<file path="config.mk">
export PLATFORM = sky130hd
export DESIGN_NAME = dcdl_code_applier_flat
export DESIGN_NICKNAME = d
export VERILOG_FILES = /design/src/rtl/dcdl_code_applier_pkg.sv /design/src/rtl/dcdl_code_applier_if.sv /design/src/rtl/dcdl_code_applier_coarse_therm_dec.sv /design/src/rtl/dcdl_code_applier.sv /design/src/flat_wrapper.sv
export SDC_FILE = /design/constraint.sdc
export NUM_CORES = 1
export LEC_CHECK = 0
export ABC_AREA = 0
export CAP_MARGIN = 20
export CORE_AREA = 2 2 68 63
export CTS_BUF_LIST = sky130_fd_sc_hd__clkbuf_2
export CTS_CLUSTER_DIAMETER = 30
export DETAILED_ROUTE_END_ITERATION = 16
export DIE_AREA = 0 0 70 65
export GPL_TIMING_DRIVEN = 1
export PLACE_DENSITY = 0.82
export RECOVER_POWER = 25
export SETUP_SLACK_MARGIN = 0.02
export SYNTH_ARGS = -nofsm -noshare
export SYNTH_HDL_FRONTEND = slang
export SYNTH_SLANG_ARGS = --single-unit
</file>
<file path="constraint.sdc">
create_clock -name CLK_exit -period 5.15 [get_ports CLK_exit]
set_clock_uncertainty 0.15 [all_clocks]
set_input_delay 1.03 -clock CLK_exit [delete_from_list [all_inputs] [get_ports CLK_exit]]
set_output_delay 1.03 -clock CLK_exit [all_outputs]
set_load 0.01 [all_outputs]
</file>
<file path="src/rtl/dcdl_code_applier_pkg.sv">
// Delay-line constants, FSM state type and the coarse stepping helper shared by
// the DCDL code applier and its decoder.
package dcdl_code_applier_pkg;

  localparam int COARSE_W = 4;
  localparam int FINE_W   = 6;
  localparam int NTAP     = 16;
  localparam int DCODE_W  = COARSE_W + FINE_W;

  typedef enum logic [1:0] {
    IDLE = 2'd0,
    STEP = 2'd1,
    FINE = 2'd2
  } state_e;

  // One tap toward the target; the target is always a legal tap, so no wrap.
  function automatic logic [COARSE_W-1:0] step_toward(
    input logic [COARSE_W-1:0] cur,
    input logic [COARSE_W-1:0] tgt
  );
    logic [COARSE_W-1:0] nxt;
    if (tgt > cur) begin
      nxt = cur + 4'd1;
    end else if (tgt < cur) begin
      nxt = cur - 4'd1;
    end else begin
      nxt = cur;
    end
    return nxt;
  endfunction

endpackage

</file>
<file path="src/rtl/dcdl_code_applier_if.sv">
// Code request handshake from the SAR loop plus the delay-line drive outputs.
interface dcdl_code_applier_if;
  import dcdl_code_applier_pkg::*;

  logic [DCODE_W-1:0] Q;
  logic               Q_valid;
  logic               Q_ready;
  logic [NTAP-1:0]    T;
  logic [NTAP-1:0]    Tb;
  logic [FINE_W-1:0]  fine;
  logic [DCODE_W-1:0] code_cur;
  logic               busy;
  logic               done;

  modport master (
    output Q, Q_valid,
    input  Q_ready, T, Tb, fine, code_cur, busy, done
  );

  modport slave (
    input  Q, Q_valid,
    output Q_ready, T, Tb, fine, code_cur, busy, done
  );

endinterface

</file>
<file path="src/rtl/dcdl_code_applier_coarse_therm_dec.sv">
// Coarse value to complementary thermometer pair: T[i]=1 iff i <= coarse.
module coarse_therm_dec
  import dcdl_code_applier_pkg::*;
(
  input  logic [COARSE_W-1:0] coarse_i,
  output logic [NTAP-1:0]     t_o,
  output logic [NTAP-1:0]     tb_o
);

  logic [NTAP-1:0] t_s;

  // Compare every tap index against the coarse value.
  always_comb begin
    t_s = {NTAP{1'b0}};
    for (int i = 0; i < NTAP; i++) begin
      if (COARSE_W'(i) <= coarse_i) begin
        t_s[i] = 1'b1;
      end else begin
        t_s[i] = 1'b0;
      end
    end
  end

  assign t_o  = t_s;
  assign tb_o = ~t_s;

endmodule

</file>
<file path="src/rtl/dcdl_code_applier.sv">
// Applies a SAR delay code to the DCDL: coarse taps walk one at a time with
// STEP_CYC-cycle gaps, then fine is loaded and done pulses.
module dcdl_code_applier
  import dcdl_code_applier_pkg::*;
#(
  parameter int CODE_W   = 10,
  parameter int STEP_CYC = 4
) (
  input logic                CLK_exit,
  input logic                Reset,
  dcdl_code_applier_if.slave bus
);

  localparam logic [3:0] STEP_LAST = 4'(STEP_CYC - 1);

  state_e              state_q, state_d;
  logic [COARSE_W-1:0] coarse_q, coarse_d;
  logic [COARSE_W-1:0] tgt_c_q, tgt_c_d;
  logic [FINE_W-1:0]   fine_q, fine_d;
  logic [FINE_W-1:0]   tgt_f_q, tgt_f_d;
  logic [3:0]          cnt_q, cnt_d;
  logic                ready_q, ready_d;
  logic                busy_q, busy_d;
  logic                done_q, done_d;
  logic                accept_s;
  logic [NTAP-1:0]     t_s, tb_s;

  assign accept_s = bus.Q_valid && ready_q && (state_q == IDLE);

  // Next-state and datapath updates for the IDLE/STEP/FINE sequence.
  always_comb begin
    state_d  = state_q;
    coarse_d = coarse_q;
    tgt_c_d  = tgt_c_q;
    fine_d   = fine_q;
    tgt_f_d  = tgt_f_q;
    cnt_d    = cnt_q;
    done_d   = 1'b0;
    busy_d   = (state_q != IDLE);
    ready_d  = (state_q == IDLE) && !accept_s;
    case (state_q)
      IDLE: begin
        if (accept_s) begin
          tgt_c_d = bus.Q[CODE_W-1 -: COARSE_W];
          tgt_f_d = bus.Q[FINE_W-1:0];
          cnt_d   = 4'd0;
          state_d = STEP;
        end else begin
          state_d = IDLE;
        end
      end
      STEP: begin
        if (coarse_q == tgt_c_q) begin
          cnt_d   = 4'd0;
          state_d = FINE;
        end else if (cnt_q == STEP_LAST) begin
          coarse_d = step_toward(coarse_q, tgt_c_q);
          cnt_d    = 4'd0;
        end else begin
          cnt_d = cnt_q + 4'd1;
        end
      end
      FINE: begin
        fine_d  = tgt_f_q;
        done_d  = 1'b1;
        state_d = IDLE;
      end
      default: begin
        state_d = IDLE;
      end
    endcase
  end

  // State and output registers; reset drops any pending target.
  always_ff @(posedge CLK_exit or posedge Reset) begin
    if (Reset) begin
      state_q  <= IDLE;
      coarse_q <= 4'd0;
      tgt_c_q  <= 4'd0;
      fine_q   <= 6'd0;
      tgt_f_q  <= 6'd0;
      cnt_q    <= 4'd0;
      ready_q  <= 1'b1;
      busy_q   <= 1'b0;
      done_q   <= 1'b0;
    end else begin
      state_q  <= state_d;
      coarse_q <= coarse_d;
      tgt_c_q  <= tgt_c_d;
      fine_q   <= fine_d;
      tgt_f_q  <= tgt_f_d;
      cnt_q    <= cnt_d;
      ready_q  <= ready_d;
      busy_q   <= busy_d;
      done_q   <= done_d;
    end
  end

  coarse_therm_dec u_therm (
    .coarse_i (coarse_q),
    .t_o      (t_s),
    .tb_o     (tb_s)
  );

  assign bus.T        = t_s;
  assign bus.Tb       = tb_s;
  assign bus.fine     = fine_q;
  assign bus.code_cur = {coarse_q, fine_q};
  assign bus.Q_ready  = ready_q;
  assign bus.busy     = busy_q;
  assign bus.done     = done_q;

endmodule

</file>
<file path="src/flat_wrapper.sv">
// flat-port wrapper written by rule: the top's interface ports become plain ports
module dcdl_code_applier_flat import dcdl_code_applier_pkg::*;
#(
  parameter int CODE_W   = 10,
  parameter int STEP_CYC = 4
)
  (CLK_exit, Reset, bus_Q, bus_Q_valid, bus_Q_ready, bus_T, bus_Tb, bus_fine, bus_code_cur, bus_busy, bus_done);
  dcdl_code_applier_if bus_i ();
  input logic CLK_exit;
  input logic Reset;
  input wire logic [$bits(bus_i.Q)-1:0] bus_Q;
  input wire logic [$bits(bus_i.Q_valid)-1:0] bus_Q_valid;
  output wire logic [$bits(bus_i.Q_ready)-1:0] bus_Q_ready;
  output wire logic [$bits(bus_i.T)-1:0] bus_T;
  output wire logic [$bits(bus_i.Tb)-1:0] bus_Tb;
  output wire logic [$bits(bus_i.fine)-1:0] bus_fine;
  output wire logic [$bits(bus_i.code_cur)-1:0] bus_code_cur;
  output wire logic [$bits(bus_i.busy)-1:0] bus_busy;
  output wire logic [$bits(bus_i.done)-1:0] bus_done;
  assign bus_i.Q = bus_Q;
  assign bus_i.Q_valid = bus_Q_valid;
  assign bus_Q_ready = bus_i.Q_ready;
  assign bus_T = bus_i.T;
  assign bus_Tb = bus_i.Tb;
  assign bus_fine = bus_i.fine;
  assign bus_code_cur = bus_i.code_cur;
  assign bus_busy = bus_i.busy;
  assign bus_done = bus_i.done;
  dcdl_code_applier #(.CODE_W(CODE_W), .STEP_CYC(STEP_CYC)) u_core (.CLK_exit(CLK_exit), .Reset(Reset), .bus(bus_i));
endmodule
</file>
==> results of run 1 <==
-- power by group --
part / switching [mW] / internal, mW / total, mW
logic: 0.376 / 0.465 / 0.841
registers: 0.0794 / 0.324 / 0.404
clock network: 0.0796 / 0.0341 / 0.114
total: 0.534 / 0.824 / 1.36
-- path summary, 6_finish.rpt --
kind                                       to  depth (start not counted)                from  slack [ps]
max                                 bus_Tb[6]                          6  u_core.coarse_q[0]        1770
min                         u_core.tgt_c_q[2]                          1   u_core.tgt_c_q[2]         370
max reg2reg                u_core.coarse_q[2]                          7  u_core.coarse_q[1]        3090
min reg2reg                 u_core.tgt_c_q[2]                          1   u_core.tgt_c_q[2]         370
max in group asynchronous  u_core.coarse_q[1]                          3               Reset        2590
min in group asynchronous   u_core.tgt_f_q[5]                          2               Reset         870
-- metrics by stage --
step	utilization (%)	hold slack, ps
after CTS	58.4	365
after detailed placement	57.3	330
after global routing	58.4	394
after floorplan	-	312
final	58.4	365
after global placement	57.3	326
-- cell families after synthesis --
group	synth area share, %
compound gates	9.58
xor+xnor	2.11
fa+ha+maj	7.54
buf+inv	10.3
flops	43.8
mux	12.0
other cells	0.453
simple gates	14.2
-- per-layer routing --
| metal | vias to the layer above | GRT usage [%] | routed length (microns) | share of wire [%] |
|---|---|---|---|---|
| met1 | 576 | 18.3 | 1430 | 45 |
| met5 | - | 0 | 0 | 0 |
| met3 | 4 | 3.89 | 157 | 4.9 |
| met2 | 31 | 25.7 | 1590 | 49 |
| met4 | 0 | 6.25 | 29 | 0.90 |
| li1 | 604 | - | - | - |
-- worst reg2reg max path: cells and delay by family, from the launching register on --
family,cells,cell delay (ps)
buffers and inverters,1,150
XOR/XNOR,1,130
flip-flops,1,500
AND/OR/NAND/NOR,2,380
adder cells (fa/ha/maj),1,360
AO/OA/AOI/OAI,2,300
-- Yosys cell counts (2+ instances only) --
cell and number:
buf_4 8, nand2_1 8, nand2b_1 3, conb_1 2, dfrtp_1 28, nor2_1 7, o21ai_1 3, inv_2 3
a21oi_2 3, mux2_4 8, ha_1 10, nand3_1 3, a21oi_1 4, inv_1 19, xnor2_1 3, o21ai_0 4
mux2_2 6, nor2_4 2, buf_2 2, a21o_1 2, or2_1 2, o31ai_1 2
-- cell type report --
cell class	count	area [sq um]
fillers	343	1630
well taps	48	60.1
inverters	22	82.6
clock buffers	6	30.0
repair buffers	62	614
flip-flops and latches	29	727
multi-input cells	90	758
clock inverters	2	10.0
-- registers in the layout, indices dropped and copies added (netlist names) --
signal,cells
u_core.bus.fine,6
u_core.bus.done,1
u_core.bus.busy,1
u_core.cnt_q,4
u_core.coarse_q,4
u_core.state_q,2
u_core.tgt_f_q,6
u_core.bus.Q_ready,1
u_core.tgt_c_q,4
-- cell usage in the layout (no fill, tap or decap), types with 3 or more instances in the layout --
| cell | instances |
|---|---|
| clkbuf_2 | 6 |
| mux2_4 | 8 |
| a21oi_1 | 4 |
| nand2_1 | 8 |
| clkdlybuf4s50_1 | 59 |
| mux2_2 | 6 |
| nor2_1 | 7 |
| inv_1 | 19 |
| a21oi_2 | 3 |
| dfrtp_1 | 28 |
| o21ai_0 | 4 |
| xnor2_1 | 3 |
| ha_1 | 10 |
| inv_2 | 3 |
| nand3_1 | 3 |
| nand2b_1 | 3 |
| o21ai_1 | 3 |
==> impl_metrics.tcl, run 1 <==
set metrics [dict create \
    status "finished clean" \
    fin_tns_setup_ps 0 \
    ys_types 43 \
    cts.sinks 29 \
    endpoint_kind "output port" \
    ys.warnings.count 0 \
    wl_per_cell_microns 12.4 \
    grtUsageTotal_pct 15.1 \
    critical_path.top_delay_family "buffers and inverters" \
    fmax_mhz 296 \
    synth_nets 176 \
    rows 22 \
    cts_post_setup_buffers_inserted 0 \
    placedCellCount 250 \
    crit_arrival_ps 2200 \
    synth-edff-count 0 \
    dieHeight_microns 65 \
    critPathRequiredTime_ps 3970 \
    slowest_delay_ps 540 \
    clk_latency_ps 350 \
    ys_ff_latch 29 \
    syn_area_per_cell_sq_um 10.8 \
    power.density_mw_per_mm2 595 \
    cp_max_fo 9 \
    design_area_sq_mm 0.00228 \
    io_buffers 61 \
    cap_violations 0 \
    grt_pass1_vias 1196 \
    die_area_sq_mm 0.00455 \
    tightest_slew_ps 1210 \
    clk_pin_slew_ps 150 \
    ys_seq_area_share_pct 43.8 \
    cts_tree "built" \
    synthTopCellsByArea "dfrtp_1 42%, ha_1 7.5%, mux2_4 7.2%" \
    routabilityCongestion 0.839 \
    wirelength_microns 3210 \
    crit_slowest_cell "dfrtp_1" \
    postRouteAntennaNets 0 \
    drt_iter0_markers 54 \
    crit_type "flop to output port" \
    drc 0 \
    drt_pre_antenna_iters 4 \
    synth.largest_area_cell "dfrtp_1" \
    dpl_worst_slack_ps 2170 \
    viasPerCell 4.69 \
    hpwl_microns 2440 \
    synth-main-ff-cell "dfrtp_1" \
    clockRootBuffer "clkbuf_2" \
    path_common_cell "inv_1" \
    finalCritPeriodShare_pct 65.7 \
    async_reset_ff_share_pct 100 \
    syn2layout_area_growth_pct 37.6 \
    htreeDepth 2 \
    leakage_nw 1.06 \
    finalMaxSlewViolations 0 \
    hp-class "flop to flop" \
    grt_pass1_wl_microns 5380 \
    ir_drop_v 0.000306 \
    fin_nets 233 \
    grt_start_max_net_pins 30 \
    period_needed_ps 3380 \
    hold_buffers 0 \
    core_sq_mm 0.00391 \
    cts_buffer_depth 2 \
    n_antenna_cell 0 \
    hold_violations 0 \
    drive_gt1_share_pct 18.5 \
    vias 1215 \
    placed_cell_area_sq_mm 0.00224 \
    cts_resized 0 \
    antenna_found_initial 0 \
    rsz0062_at_grt "no" \
    fin_cells 259 \
    cp-start-kind "flop" \
    setup_viol 0 \
    die_w_microns 70 \
    path_buf_inv 3 \
    layout_setup_ws_ps 1770 \
    synth_top_area_share_pct 42.2 \
    maxSlewHeadroom_pct 19.6 \
    io_pins 64 \
    finalPower_mw 1.36 \
    overflow 0 \
    synth_area_sq_mm 0.00166 \
    cts_buffers 5 \
    start_util_pct 42.4 \
    crit_chain "inv_1, ha_1, nor2_1, o21ai_0, inv_1, clkdlybuf4s50_1" \
    synthCells 153 \
]
(Power assumes the default switching activity.)
==> run 2, diff against run 1 <==
clock period = 3.3 ns   (was 5.15 ns; I/O delays follow)
==> run 2 against run 1 <==
Net effect: the flow now finishes with violations (max-capacitance violations, max-slew violations); routed wire length is 0.62% lower; total power is 56% higher; critical endpoint unchanged; highest routed layer unchanged; flip-flop and latch count stayed put.
==> impl_metrics.tcl, run 2 (synthesized netlist as in run 1, its figures left out) <==
set metrics [dict create \
    drt_pre_antenna_iters 4 \
    fmax_mhz 330 \
    p_sw_share_pct 39.5 \
    hold_buffers 0 \
    cts_buffers 5 \
    status "finished with violations" \
    crit_start "u_core.coarse_q[0]" \
    leakage_nw 1.05 \
    io_pins 64 \
    clk_latency_ps 370 \
    routabilityCongestion 0.840 \
    start_util_pct 42.4 \
    cap_violations 1 \
    drt_iter0_markers 67 \
    placed_cell_area_sq_mm 0.00225 \
    worstReg2RegStart "u_core.coarse_q[1]" \
    cts_tree "built" \
    design_area_sq_mm 0.00228 \
    wirelength_microns 3190 \
    die_w_microns 70 \
    seq_power_share_pct 29.8 \
    r2r_setup_slack_ps 1270 \
    vias 1233 \
    p_int_mw 1.28 \
    grtUsageTotal_pct 14.9 \
    wl_per_cell_microns 12.3 \
    violations "max-capacitance violations, max-slew violations" \
    hp-start "u_core.tgt_c_q[2]" \
    tightest_slew_ps 1550 \
    grt_pass1_wl_microns 5300 \
    crit_type "flop to output port" \
    cp-start-kind "flop" \
    period_needed_ps 3030 \
    fin_nets 233 \
    dieHeight_microns 65 \
    ir_drop_v 0.000409 \
    dpl_worst_slack_ps 667 \
    cp_max_fo 9 \
    drive_gt1_share_pct 18.5 \
    utilization_pct 58.5 \
    critPathRequiredTime_ps 2490 \
    viasPerCell 4.76 \
    clkPwrFrac_pct 8.6 \
    die_area_sq_mm 0.00455 \
    maxSlewHeadroom_pct -3.66 \
    clk_pin_slew_ps 170 \
    n_antenna_cell 0 \
    cts_resized 0 \
    whs_ps 370 \
    hpwl_microns 2440 \
    fin_cells 259 \
    overflow 0 \
    finalCritPeriodShare_pct 92.0 \
    io_buffers 61 \
    hold_violations 0 \
    final_cell_mix "60 x clkdlybuf4s50_1, 28 x dfrtp_1, 19 x inv_1" \
    setup_viol 0 \
    power_frac_comb_pct 61.6 \
    drc 0 \
    cts_post_setup_buffers_inserted 0 \
    postRouteAntennaNets 0 \
    layout_commonest_cell "clkdlybuf4s50_1" \
    htreeDepth 2 \
    cts.sinks 29 \
    cts_buffer_depth 2 \
    syn2layout_area_growth_pct 37.7 \
    layout_setup_ws_ps 265 \
    fin_tns_setup_ps 0 \
    hp-class "flop to flop" \
    placedCellCount 251 \
    core_sq_mm 0.00391 \
    finalPower_mw 2.12 \
    clockRootBuffer "clkbuf_2" \
    endpoint_kind "output port" \
    rows 22 \
    power.density_mw_per_mm2 926 \
    antenna_found_initial 0 \
    p_sw_uw 836 \
    rsz0062_at_grt "no" \
    finalMaxSlewViolations 30 \
    grt_start_max_net_pins 30 \
    crit_arrival_ps 2220 \
    grt_pass1_vias 1128 \
]
[run 2: changes by cell type in the layout (fill, tap and decap cells not counted), sizes merged]
| cell | before | now |
|---|---|---|
| clkinvlp | 0 | 1 |
| dlygate4sd3 | 2 | 1 |
| clkbuf | 7 | 6 |
| clkdlybuf4s50 | 59 | 60 |
[run 2: routing by layer]
metal | track usage (%) | vias to the layer above | share of wire, %
met5 | 0 | - | 0
met4 | 5.77 | 0 | 1.4
met3 | 4.51 | 7 | 4.8
met2 | 24.8 | 33 | 50
met1 | 18.4 | 588 | 44
li1 | - | 605 | -
[run 2: layout make-up]
type | count | area [sq um]
Clock buffer | 5 | 25.0
Multi-Input combinational cell | 90 | 758
Fill cell | 335 | 1620
Inverter | 22 | 82.6
Timing Repair Buffer | 62 | 614
Tap cell | 48 | 60.1
Clock inverter | 3 | 17.5
Sequential cell | 29 | 727
[run 2: worst max-delay path: stages (launching register included)]
cell	delay, ps
dfrtp_1	540
inv_1	140
ha_1	210
nor2_1	200
o21ai_0	160
inv_1	70
clkdlybuf4s50_1	520
[run 2: power by group through the flow]
| stage | clock [mW] | sequential [mW] | combinational [mW] |
|---|---|---|---|
| after floorplan | 0 | 0.635 | 0.807 |
| final | 0.182 | 0.631 | 1.30 |
| after global placement | 0 | 0.633 | 1.30 |
| after global routing | 0.208 | 0.656 | 1.42 |
| after CTS | 0.189 | 0.634 | 1.33 |
| after detailed placement | 0 | 0.641 | 1.32 |
[run 2: path summary, 6_finish.rpt]
check	endpoint	cells past startpoint
min in group asynchronous	u_core.state_q[1]	3
max reg2reg	u_core.coarse_q[2]	7
min	u_core.tgt_c_q[2]	1
max in group asynchronous	u_core.coarse_q[1]	3
min reg2reg	u_core.tgt_c_q[2]	1
max	bus_Tb[6]	6
==> run 3, diff against run 2 <==
CORE_AREA = 2 2 67 63   (was 2 2 68 63)
DIE_AREA = 0 0 69 65   (was 0 0 70 65)
PLACE_DENSITY = 0.83   (was 0.82)
SYNTH_HIERARCHICAL = 1   (was default)
==> run 3 against run 2 <==
Net effect: the flow still finishes with violations (max-capacitance violations, max-slew violations); hold slack got worse by 4.9 ps; clock-buffer cell count unchanged; maximum frequency up 7.5%; global-route usage is 0.62 points higher; routed wire length grew 0.53%; total power is 21% higher; critical path depth shrank 3; worst setup slack improved by 210 ps; final cell count fell by 1.5%; sequential share of layout area shrank 0.19 points; utilization increased by 1.2 points; die area down 1.4%; critical endpoint is now bus_Tb[5]; highest routed layer unchanged.
==> impl_metrics.tcl, run 3 <==
set metrics [dict create \
    wl_per_cell_microns 12.6 \
    grtUsageTotal_pct 15.6 \
    layout_setup_ws_ps 478 \
    cts_tree "built" \
    finalMaxSlewViolations 30 \
    async_reset_ff_share_pct 100 \
    grt_use_met1_pct 18.8 \
    grt-busiest-layer "met2" \
    drt_iter0_markers 45 \
    final_cell_mix "60 x clkdlybuf4s50_1, 28 x dfrtp_1, 15 x inv_1" \
    synth_area_sq_mm 0.00164 \
    io_pins 64 \
    whs_endpoint "u_core/state_q[1]" \
    syn_area_per_cell_sq_um 10.9 \
    cts_buffers 5 \
    synthTopCellsByArea "dfrtp_1 43%, mux2_4 7.3%, mux2_2 5.5%" \
    fin_nets 227 \
    use_met3_pct 7.78 \
    postRouteAntennaNets 0 \
    ys_seq_area_share_pct 44.3 \
    critical_path.top_delay_family "flip-flops" \
    maxSlewHeadroom_pct -0.864 \
    hold_violations 0 \
    drt_pre_antenna_iters 5 \
    ys_ff_latch 29 \
    cts_post_setup_buffers_inserted 0 \
    hp-class "flop to flop" \
    antenna_found_initial 0 \
    crit_arrival_ps 2010 \
    grt_start_max_net_pins 30 \
    overflow 0 \
    die_area_sq_mm 0.00449 \
    endpoint_kind "output port" \
    cts_resized 0 \
    vias 1232 \
    finalCritPeriodShare_pct 85.5 \
    synth_top_area_share_pct 42.7 \
    ir_drop_v 0.000557 \
    start_util_pct 42.6 \
    crit_type "flop to output port" \
    core_sq_mm 0.00385 \
    tightest_slew_ps 1510 \
    htreeDepth 2 \
    r2r_setup_slack_ps 520 \
    hp-start "u_core/state_q[1]" \
    cts.sinks 29 \
    cp-start-kind "flop" \
    synth-main-ff-cell "dfrtp_1" \
    cp_max_fo 13 \
    synth.largest_area_cell "dfrtp_1" \
    rows 22 \
    viasPerCell 4.83 \
    yosys.cell_count.top_type "dfrtp_1" \
    synth-edff-count 0 \
    ys_types 41 \
    utilization_pct 59.6 \
    io_buffers 61 \
    syn2layout_area_growth_pct 40.1 \
    num-fill-cells 349 \
    setup_viol 0 \
    ff2ff_path_depth 12 \
    hpwl_microns 2420 \
    slowest_delay_ps 580 \
    clk_pin_slew_ps 180 \
    status "finished with violations" \
    grt_pass1_vias 1151 \
    power.density_mw_per_mm2 1110 \
    use_met2_pct 23.9 \
    drive_gt1_share_pct 16.9 \
    clockRootBuffer "clkbuf_2" \
    worstReg2RegStart "u_core/coarse_q[1]" \
    violations "max-capacitance violations, max-slew violations" \
    drc 0 \
    dpl_worst_slack_ps 536 \
    critPathRequiredTime_ps 2490 \
    grt_pass1_wl_microns 5440 \
    wirelength_microns 3200 \
    cap_violations 1 \
    reg2reg_to "u_core/coarse_q[3]" \
    rsz0062_at_grt "no" \
    synthCells 150 \
    synth_top_cells_by_count "28 x dfrtp_1, 15 x inv_1, 10 x buf_4, 9 x nand2_1" \
    routabilityCongestion 0.714 \
    n_antenna_cell 0 \
    ys.warnings.count 6 \
    period_needed_ps 2820 \
    whs_ps 365 \
    hold_buffers 0 \
    crit_chain "or2_1, a21oi_1, clkdlybuf4s50_1" \
    crit_slowest_cell "dfrtp_1" \
    path_buf_inv 1 \
    worstHoldPathCells 1 \
    clk_latency_ps 380 \
    leakage_nw 1.05 \
    layout_commonest_cell "clkdlybuf4s50_1" \
    dieHeight_microns 65 \
    fin_tns_setup_ps 0 \
    die_w_microns 69 \
    cts_buffer_depth 2 \
    synth_nets 171 \
    fmax_mhz 354 \
]
## run 3: worst max-delay path by stage
stage	slack, ps	endpoint	cells after the start	start
after detailed placement	540	u_core/coarse_q[3]	12	u_core/coarse_q[1]
final	480	bus_Tb[5]	3	u_core/coarse_q[0]
after floorplan	720	u_core/coarse_q[3]	12	u_core/coarse_q[1]
after global routing	300	u_core/coarse_q[3]	12	u_core/coarse_q[1]
after global placement	650	u_core/coarse_q[3]	11	u_core/coarse_q[3]
after CTS	440	bus_Tb[5]	3	u_core/coarse_q[0]
## run 3: logic make-up (layout without fill, tap and decap cells)
kind of cell               after synthesis  in the layout  share of synthesized area [%]
AOI/OAI and AO/OA                       22             22                           7.55
buffers and inverters                   28             85                           9.76
xor gates and xnor gates                 3              3                           1.60
DFF                                     29             29                           44.3
and+or+nand+nor                         42             42                           16.9
other                                    2              2                          0.458
adders and majority gates                8              8                           6.56
muxes                                   16             16                           12.8
## run 3: area by class of cell
class                      instances  area, sq um  area share, %
multi-input combinational         93          751           32.7
tap                               48         60.1           2.61
inverter                          15         56.3           2.45
clock inverter                     3         65.1           2.83
sequential                        29          727           31.6
clock buffer                       5         25.0           1.09
timing repair buffer              62          614           26.7
## run 3: power breakdown
group / total (mW) / leakage [nW] / internal (mW) / switching (mW)
combinational: 1.52 / 0.638 / 0.872 / 0.647
sequential: 0.697 / 0.358 / 0.510 / 0.186
clock: 0.337 / 0.0529 / 0.203 / 0.134
## run 3: worst register-to-register path, delay by kind of cell (launching register included)
| kind | cells | cell delay [ps] |
|---|---|---|
| flip-flops | 1 | 640 |
| AND/OR/NAND/NOR | 6 | 750 |
| buffers and inverters | 1 | 90 |
| AO/OA/AOI/OAI | 2 | 370 |
| XOR/XNOR | 1 | 130 |
| adder cells (fa/ha/maj) | 2 | 610 |
## run 3: routing by layer
| layer | vias up | part of all wire [%] |
|---|---|---|
| met3 | 4 | 9.5 |
| li1 | 597 | - |
| met2 | 54 | 46 |
| met1 | 577 | 43 |
| met4 | 0 | 0.97 |
| met5 | - | 0 |
## run 3: per-stage QoR
stage | area (sq um) | power [mW] | instances
floorplan | 1640 | 1.61 | 150
global placement | 2210 | 2.20 | 247
detailed placement | 2210 | 2.25 | 247
CTS | 2300 | 2.59 | 255
global route | 2300 | 2.76 | 255
finish | 2300 | 2.55 | 255
